## src/rtl/systolic_pkg.sv

```systemverilog
// Shared types and helpers for the output-stationary systolic matrix-multiply engine.
package systolic_pkg;

  typedef enum logic [1:0] {
    IDLE,
    FEED,
    FLUSH,
    DRAIN
  } state_e;

  // Number of bits an operand must be widened by to reach the accumulator width.
  function automatic int extWidth(input int accw, input int dw);
    return accw - dw;
  endfunction

endpackage

```

## src/rtl/systolic_matmul_engine_pe.sv

```systemverilog
// One processing element: registers operands flowing right/down and accumulates their product.
module systolic_pe
  import systolic_pkg::*;
#(
  parameter int DW     = 8,
  parameter int ACCW   = 24,
  parameter bit SIGNED = 1'b0
) (
  input  logic            clk,
  input  logic            reset,
  input  logic            en_i,
  input  logic            clear_i,
  input  logic [DW-1:0]   a_i,
  input  logic [DW-1:0]   b_i,
  output logic [DW-1:0]   a_o,
  output logic [DW-1:0]   b_o,
  output logic [ACCW-1:0] acc_o
);

  localparam int EXTW = extWidth(ACCW, DW);

  logic [DW-1:0]   a_q, b_q;
  logic [ACCW-1:0] acc_q, acc_d;
  logic [ACCW-1:0] aExt, bExt;
  logic            signA, signB;

  // Widening to ACCW before multiplying makes the product wrap modulo 2^ACCW in both modes.
  always_comb begin
    signA = SIGNED && a_i[DW-1];
    signB = SIGNED && b_i[DW-1];
    aExt  = {{EXTW{signA}}, a_i};
    bExt  = {{EXTW{signB}}, b_i};
    acc_d = acc_q + aExt * bExt;
  end

  always_ff @(posedge clk or negedge reset) begin
    if (!reset) begin
      a_q   <= '0;
      b_q   <= '0;
      acc_q <= '0;
    end else if (clear_i) begin
      a_q   <= '0;
      b_q   <= '0;
      acc_q <= '0;
    end else if (en_i) begin
      a_q   <= a_i;
      b_q   <= b_i;
      acc_q <= acc_d;
    end
  end

  assign a_o   = a_q;
  assign b_o   = b_q;
  assign acc_o = acc_q;

endmodule

```

## src/rtl/systolic_matmul_engine.sv

```systemverilog
// N x N output-stationary systolic engine computing C = A*B with run-time K and handshaked I/O.
module systolic_matmul_engine
  import systolic_pkg::*;
#(
  parameter int N      = 3,
  parameter int DW     = 8,
  parameter int ACCW   = 24,
  parameter int KMAX   = 255,
  parameter bit SIGNED = 1'b0,
  localparam int KW    = $clog2(KMAX + 1)
) (
  input  logic              clk,
  input  logic              reset,
  input  logic              start,
  input  logic [KW-1:0]     k_len,
  output logic              busy,
  input  logic              in_valid,
  output logic              in_ready,
  input  logic [N*DW-1:0]   a_col,
  input  logic [N*DW-1:0]   b_row,
  output logic              c_valid,
  input  logic              c_ready,
  output logic [N*ACCW-1:0] c_data,
  output logic              c_last,
  output logic              done
);

  localparam int FW = $clog2(2 * N - 1);
  localparam int RW = $clog2(N);

  state_e          state_q, state_d;
  logic [KW-1:0]   k_q, k_d;
  logic [KW-1:0]   kCnt_q, kCnt_d;
  logic [FW-1:0]   flushCnt_q, flushCnt_d;
  logic [RW-1:0]   row_q, row_d;
  logic            done_q, done_d;

  logic            feeding, adv, clear;
  logic [DW-1:0]   aSkew [N];
  logic [DW-1:0]   bSkew [N];
  logic [DW-1:0]   aOut  [N][N];
  logic [DW-1:0]   bOut  [N][N];
  logic [ACCW-1:0] acc   [N][N];
  logic [2*N*DW-1:0] unusedEdgeOps;

  assign feeding = (state_q == FEED);
  assign adv     = (feeding && in_valid) || (state_q == FLUSH);
  assign clear   = (state_q == IDLE) && start;

  always_comb begin
    state_d    = state_q;
    k_d        = k_q;
    kCnt_d     = kCnt_q;
    flushCnt_d = flushCnt_q;
    row_d      = row_q;
    done_d     = 1'b0;
    case (state_q)
      IDLE: begin
        if (start) begin
          k_d        = (k_len > KW'(KMAX)) ? KW'(KMAX) : k_len;
          kCnt_d     = '0;
          flushCnt_d = '0;
          row_d      = '0;
          state_d    = (k_d == '0) ? DRAIN : FEED;
        end
      end
      FEED: begin
        if (in_valid) begin
          kCnt_d = kCnt_q + KW'(1);
          if (kCnt_q == k_q - KW'(1)) state_d = FLUSH;
        end
      end
      FLUSH: begin
        flushCnt_d = flushCnt_q + FW'(1);
        if (flushCnt_q == FW'(2 * N - 3)) state_d = DRAIN;
      end
      DRAIN: begin
        if (c_ready) begin
          if (row_q == RW'(N - 1)) begin
            row_d   = '0;
            done_d  = 1'b1;
            state_d = IDLE;
          end else begin
            row_d = row_q + RW'(1);
          end
        end
      end
      default: state_d = IDLE;
    endcase
  end

  always_ff @(posedge clk or negedge reset) begin
    if (!reset) begin
      state_q    <= IDLE;
      k_q        <= '0;
      kCnt_q     <= '0;
      flushCnt_q <= '0;
      row_q      <= '0;
      done_q     <= 1'b0;
    end else begin
      state_q    <= state_d;
      k_q        <= k_d;
      kCnt_q     <= kCnt_d;
      flushCnt_q <= flushCnt_d;
      row_q      <= row_d;
      done_q     <= done_d;
    end
  end

  // Row i of A and column i of B are delayed i advances; zeros enter once feeding stops.
  for (genvar i = 0; i < N; i++) begin : gSkew
    logic [DW-1:0] aNew, bNew;
    assign aNew = feeding ? a_col[i*DW +: DW] : '0;
    assign bNew = feeding ? b_row[i*DW +: DW] : '0;
    if (i == 0) begin : gDirect
      assign aSkew[i] = aNew;
      assign bSkew[i] = bNew;
    end else begin : gLine
      logic [DW-1:0] aLine_q [i];
      logic [DW-1:0] bLine_q [i];
      always_ff @(posedge clk or negedge reset) begin
        if (!reset) begin
          for (int d = 0; d < i; d++) begin
            aLine_q[d] <= '0;
            bLine_q[d] <= '0;
          end
        end else if (clear) begin
          for (int d = 0; d < i; d++) begin
            aLine_q[d] <= '0;
            bLine_q[d] <= '0;
          end
        end else if (adv) begin
          aLine_q[0] <= aNew;
          bLine_q[0] <= bNew;
          for (int d = 1; d < i; d++) begin
            aLine_q[d] <= aLine_q[d-1];
            bLine_q[d] <= bLine_q[d-1];
          end
        end
      end
      assign aSkew[i] = aLine_q[i-1];
      assign bSkew[i] = bLine_q[i-1];
    end
  end

  for (genvar i = 0; i < N; i++) begin : gRow
    for (genvar j = 0; j < N; j++) begin : gCol
      logic [DW-1:0] aIn, bIn;
      if (j == 0) begin : gAEdge
        assign aIn = aSkew[i];
      end else begin : gAInner
        assign aIn = aOut[i][j-1];
      end
      if (i == 0) begin : gBEdge
        assign bIn = bSkew[j];
      end else begin : gBInner
        assign bIn = bOut[i-1][j];
      end
      systolic_pe #(
        .DW    (DW),
        .ACCW  (ACCW),
        .SIGNED(SIGNED)
      ) uPe (
        .clk    (clk),
        .reset  (reset),
        .en_i   (adv),
        .clear_i(clear),
        .a_i    (aIn),
        .b_i    (bIn),
        .a_o    (aOut[i][j]),
        .b_o    (bOut[i][j]),
        .acc_o  (acc[i][j])
      );
    end
  end

  // Operands leaving the right and bottom edges of the array have no consumer.
  for (genvar e = 0; e < N; e++) begin : gEdgeSink
    assign unusedEdgeOps[e*DW +: DW]     = aOut[e][N-1];
    assign unusedEdgeOps[(N+e)*DW +: DW] = bOut[N-1][e];
  end

  always_comb begin
    c_data = '0;
    if (state_q == DRAIN) begin
      for (int r = 0; r < N; r++) begin
        if (row_q == RW'(r)) begin
          for (int j = 0; j < N; j++) c_data[j*ACCW +: ACCW] = acc[r][j];
        end
      end
    end
  end

  assign busy     = (state_q != IDLE);
  assign in_ready = feeding;
  assign c_valid  = (state_q == DRAIN);
  assign c_last   = (state_q == DRAIN) && (row_q == RW'(N - 1));
  assign done     = done_q;

endmodule
```

## config.mk

```make
export PLATFORM = sky130hd
export DESIGN_NAME = systolic_matmul_engine
export DESIGN_NICKNAME = d
export VERILOG_FILES = /design/src/rtl/systolic_pkg.sv /design/src/rtl/systolic_matmul_engine_pe.sv /design/src/rtl/systolic_matmul_engine.sv
export SDC_FILE = /design/constraint.sdc
export NUM_CORES = 2
export LEC_CHECK = 0
export ABC_AREA = 1
export CELL_PAD_IN_SITES_DETAIL_PLACEMENT = 0
export CELL_PAD_IN_SITES_GLOBAL_PLACEMENT = 1
export CORE_UTILIZATION = 48
export CTS_CLUSTER_SIZE = 8
export DETAILED_ROUTE_END_ITERATION = 12
export GPL_TIMING_DRIVEN = 0
export PLACE_DENSITY_LB_ADDON = 0.1
export SYNTH_ARGS = -nofsm -noshare
export SYNTH_HDL_FRONTEND = slang
export SYNTH_SLANG_ARGS = --single-unit
```

## constraint.sdc

```tcl
create_clock -name clk -period 6.1 [get_ports clk]
set_clock_uncertainty 0.1 [all_clocks]
set_input_delay 1.22 -clock clk [delete_from_list [all_inputs] [get_ports clk]]
set_output_delay 1.22 -clock clk [all_outputs]
set_load 0.02 [all_outputs]
```

==> metrics.yaml <==
status: "finished, violations left"
violations: "capacitance limit, slew limit"
min_period_ns: 5.74
first_global_vias: 36800
synth_area_leaders: "dfrtp_1 (23%), fa_1 (21%), inv_1 (13%), nand2_1 (12%), ha_1 (11%)"
cp.arrival_ns: 6.19
cts_max_level: 2
finalPower_uw: 14600
first_pass_iters: 7
syn_area_per_cell_sq_um: 7.42
finalHoldViolations: 0
crit_end: "gRow[0].gCol[0].uPe.acc_o[23]"
ys_ff_latch: 384
grt_antenna_before_repair: 4
synth_nets: 6592
critPathKind: "register to register"
rsz0062_at_grt: "false"
postCtsHoldBufs: 0
setup_violations: 0
clkSinkCount: 384
viasPerCell: 5.20
grt_overflow_total: 0
synth-edff-count: 0
final_max_slew_viol_count: 11
synthCells: 5703
peakVddDrop_mv: 0.399
synthTopCellsByCount: "inv_1 (1519), nand2_1 (1330), fa_1 (450)"
yosysWarnings: 0
synth_cell_types: 45
synth.most_common_cell: "inv_1"
worst_pin_slew_ns: 1.52
ff_latch_area_sq_um: 9610
multi_input_area_sq_um: 25900
drive_above_1_share_pct: 3.41
cts_root_buf: "clkbuf_16"
insertion_delay_ns: 0.63
fmax_mhz: 174
ys.flop_type: "dfrtp_1"
syn_area_sq_um: 42300
io_pins: 138
yosysSeqAreaShare_pct: 22.7
drc: 0
rr_startpoint: "state_q[1]"
cap_violations: 1
startpoint: "state_q[1]"
start_kind: "register"
synth_top_area_share_pct: 22.7
first_iter_violations: 2856
routed.top_layer: "met4"
postRouteAntennaNets: 0
cts_resized: 3
coreArea_sq_um: 87000
syn2layout_area_growth_pct: 10.6
wl_mm: 142
initial_utilization_pct: 48.6
clk_pin_slew_ns: 0.05
async_flop_share_pct: 100
wirelength_met1_mm: 61.2
grt_usage_pct: 32.5
crit_path_end_kind: "register"
place_congestion: 0.921
dp_hpwl_mm: 114
wl_met2_mm: 65.7
crit_fanout: 10
grt_max_degree: 117
dieArea_sq_um: 89400
fin_nets: 6788
required_ns: 6.55
finalCritPeriodShare_pct: 94.1
antenna_cells: 0
relSlewSlack_pct: -1.59
hp-class: "register to register"
cts_max_path_buffers: 3
cts_tree: "built"
yosysTopAreaCell: "dfrtp_1"
row_count: 108
wl_met3_mm: 9.51
r2r-end: "gRow[0].gCol[0].uPe.acc_o[23]"
reg2reg_slack_ns: 0.36
die_x_um: 299
io_buffers: 135
wl_per_cell_um: 20.1
r2r_cells: 25
post_cts_buffers: 0
vias: 36700
tns_ns: 0
die_y_um: 299
cts_buffers: 56
powerDensity_nw_per_um2: 312
grt_pass1_wl_mm: 218
n_fill_cell: 8634
p_leak_uw: 0.0263
-- layout make-up --
type,instances,share of cell area [%]
multi-input cells,3549,55.4
flip-flops and latches,384,20.5
inverters,1533,12.3
clock buffers,72,3.30
well taps,1155,3.09
repair buffers,138,3.07
plain buffers,237,2.26
clock inverters,3,0.0561
-- worst max-delay path, cell delays in order, from the launching register on --
cell and delay [ns]:
dfrtp_1 0.41, inv_1 0.12, ha_1 0.25, buf_6 0.24, buf_6 0.24, nand2_2 0.18, inv_1 0.21, nand2_1 0.10
fa_1 0.52, inv_1 0.05, fa_1 0.50, inv_1 0.06, fa_1 0.49, fa_1 0.49, inv_1 0.04, ha_1 0.40
nand2_1 0.13, o21ai_4 0.21, nand2_1 0.08, nand2_1 0.17, nand2_1 0.09, nand2_2 0.16, nand3_1 0.14, nand2_1 0.09
nand2_1 0.04, nor2_1 0.11
-- kinds of logic (layout without fill, tap and decap cells) --
group	after synthesis	count (layout)	synth area share, %
AO/OA/AOI/OAI	805	805	10.5
XOR/XNOR	6	6	0.124
adder cells (fa/ha/maj)	828	828	32.5
buffers and inverters	1770	1983	16.1
flip-flops	384	384	22.7
AND/OR/NAND/NOR	1910	1910	18.2
-- per-stage QoR --
stage / hold slack, ns / util (%) / cells / area [sq um] / setup slack [ns]
global route: 0.395 / 53.8 / 7071 / 46800 / 0.0261
finish: 0.377 / 53.8 / 7071 / 46800 / 0.362
CTS: 0.380 / 53.8 / 7071 / 46800 / 0.0152
global placement: 0.361 / 51.9 / 6993 / 45100 / -14.82
floorplan: 0.346 / - / 5703 / 42300 / 1.01
detailed placement: 0.366 / 52.0 / 6996 / 45200 / -0.733
-- registers in the layout (all words and copies together) (netlist names) --
name / flops
k_q: 8
flushCnt_q: 3
gSkew.gLine.bLine_q: 8
gRow.gCol.uPe.acc_o: 216
gSkew.gLine.aLine_q: 8
done: 1
gRow.gCol.uPe.b_o: 48
kCnt_q: 8
gRow.gCol.bIn: 16
gRow.gCol.uPe.a_o: 48
gRow.gCol.aIn: 16
state_q: 2
row_q: 2
-- cell usage in the layout (no fill, tap or decap), types with 58 or more instances in the layout --
| master | netlist | layout |
|---|---|---|
| buf_2 | 62 | 61 |
| o21ai_1 | 115 | 115 |
| inv_1 | 1519 | 1518 |
| clkdlybuf4s50_1 | 0 | 134 |
| ha_1 | 378 | 378 |
| o21ai_0 | 242 | 242 |
| o22ai_1 | 120 | 120 |
| clkbuf_16 | 0 | 58 |
| clkbuf_1 | 149 | 155 |
| dfrtp_1 | 384 | 384 |
| nand2_1 | 1330 | 1329 |
| fa_1 | 450 | 450 |
| nor2_1 | 281 | 281 |
| nand3_1 | 196 | 196 |
| a21oi_1 | 249 | 249 |
-- power by group --
group,internal (uW),switching [uW]
registers,3100,216
logic,2130,6190
clock network,1730,1260
total,6960,7660
-- layer usage --
metal / up-vias / track usage (%)
met1: 17900 / 43.5
met2: 1061 / 53.5
li1: 17500 / -
met3: 225 / 4.56
met4: 0 / 12.0
met5: - / 0
-- worst min path at each step --
stage,start,end,depth (start not counted)
2_1_floorplan,flushCnt_q[1],flushCnt_q[1],2
3_3_place_gp,flushCnt_q[1],flushCnt_q[1],2
6_report,gRow[0].gCol[2].uPe.acc_o[14],gRow[0].gCol[2].uPe.acc_o[14],2
5_1_grt,gRow[1].gCol[0].uPe.acc_o[12],gRow[1].gCol[0].uPe.acc_o[12],2
3_5_place_dp,gRow[2].gCol[2].uPe.acc_o[13],gRow[2].gCol[2].uPe.acc_o[13],2
4_1_cts,flushCnt_q[1],flushCnt_q[1],2
(Power assumes the default switching activity.)
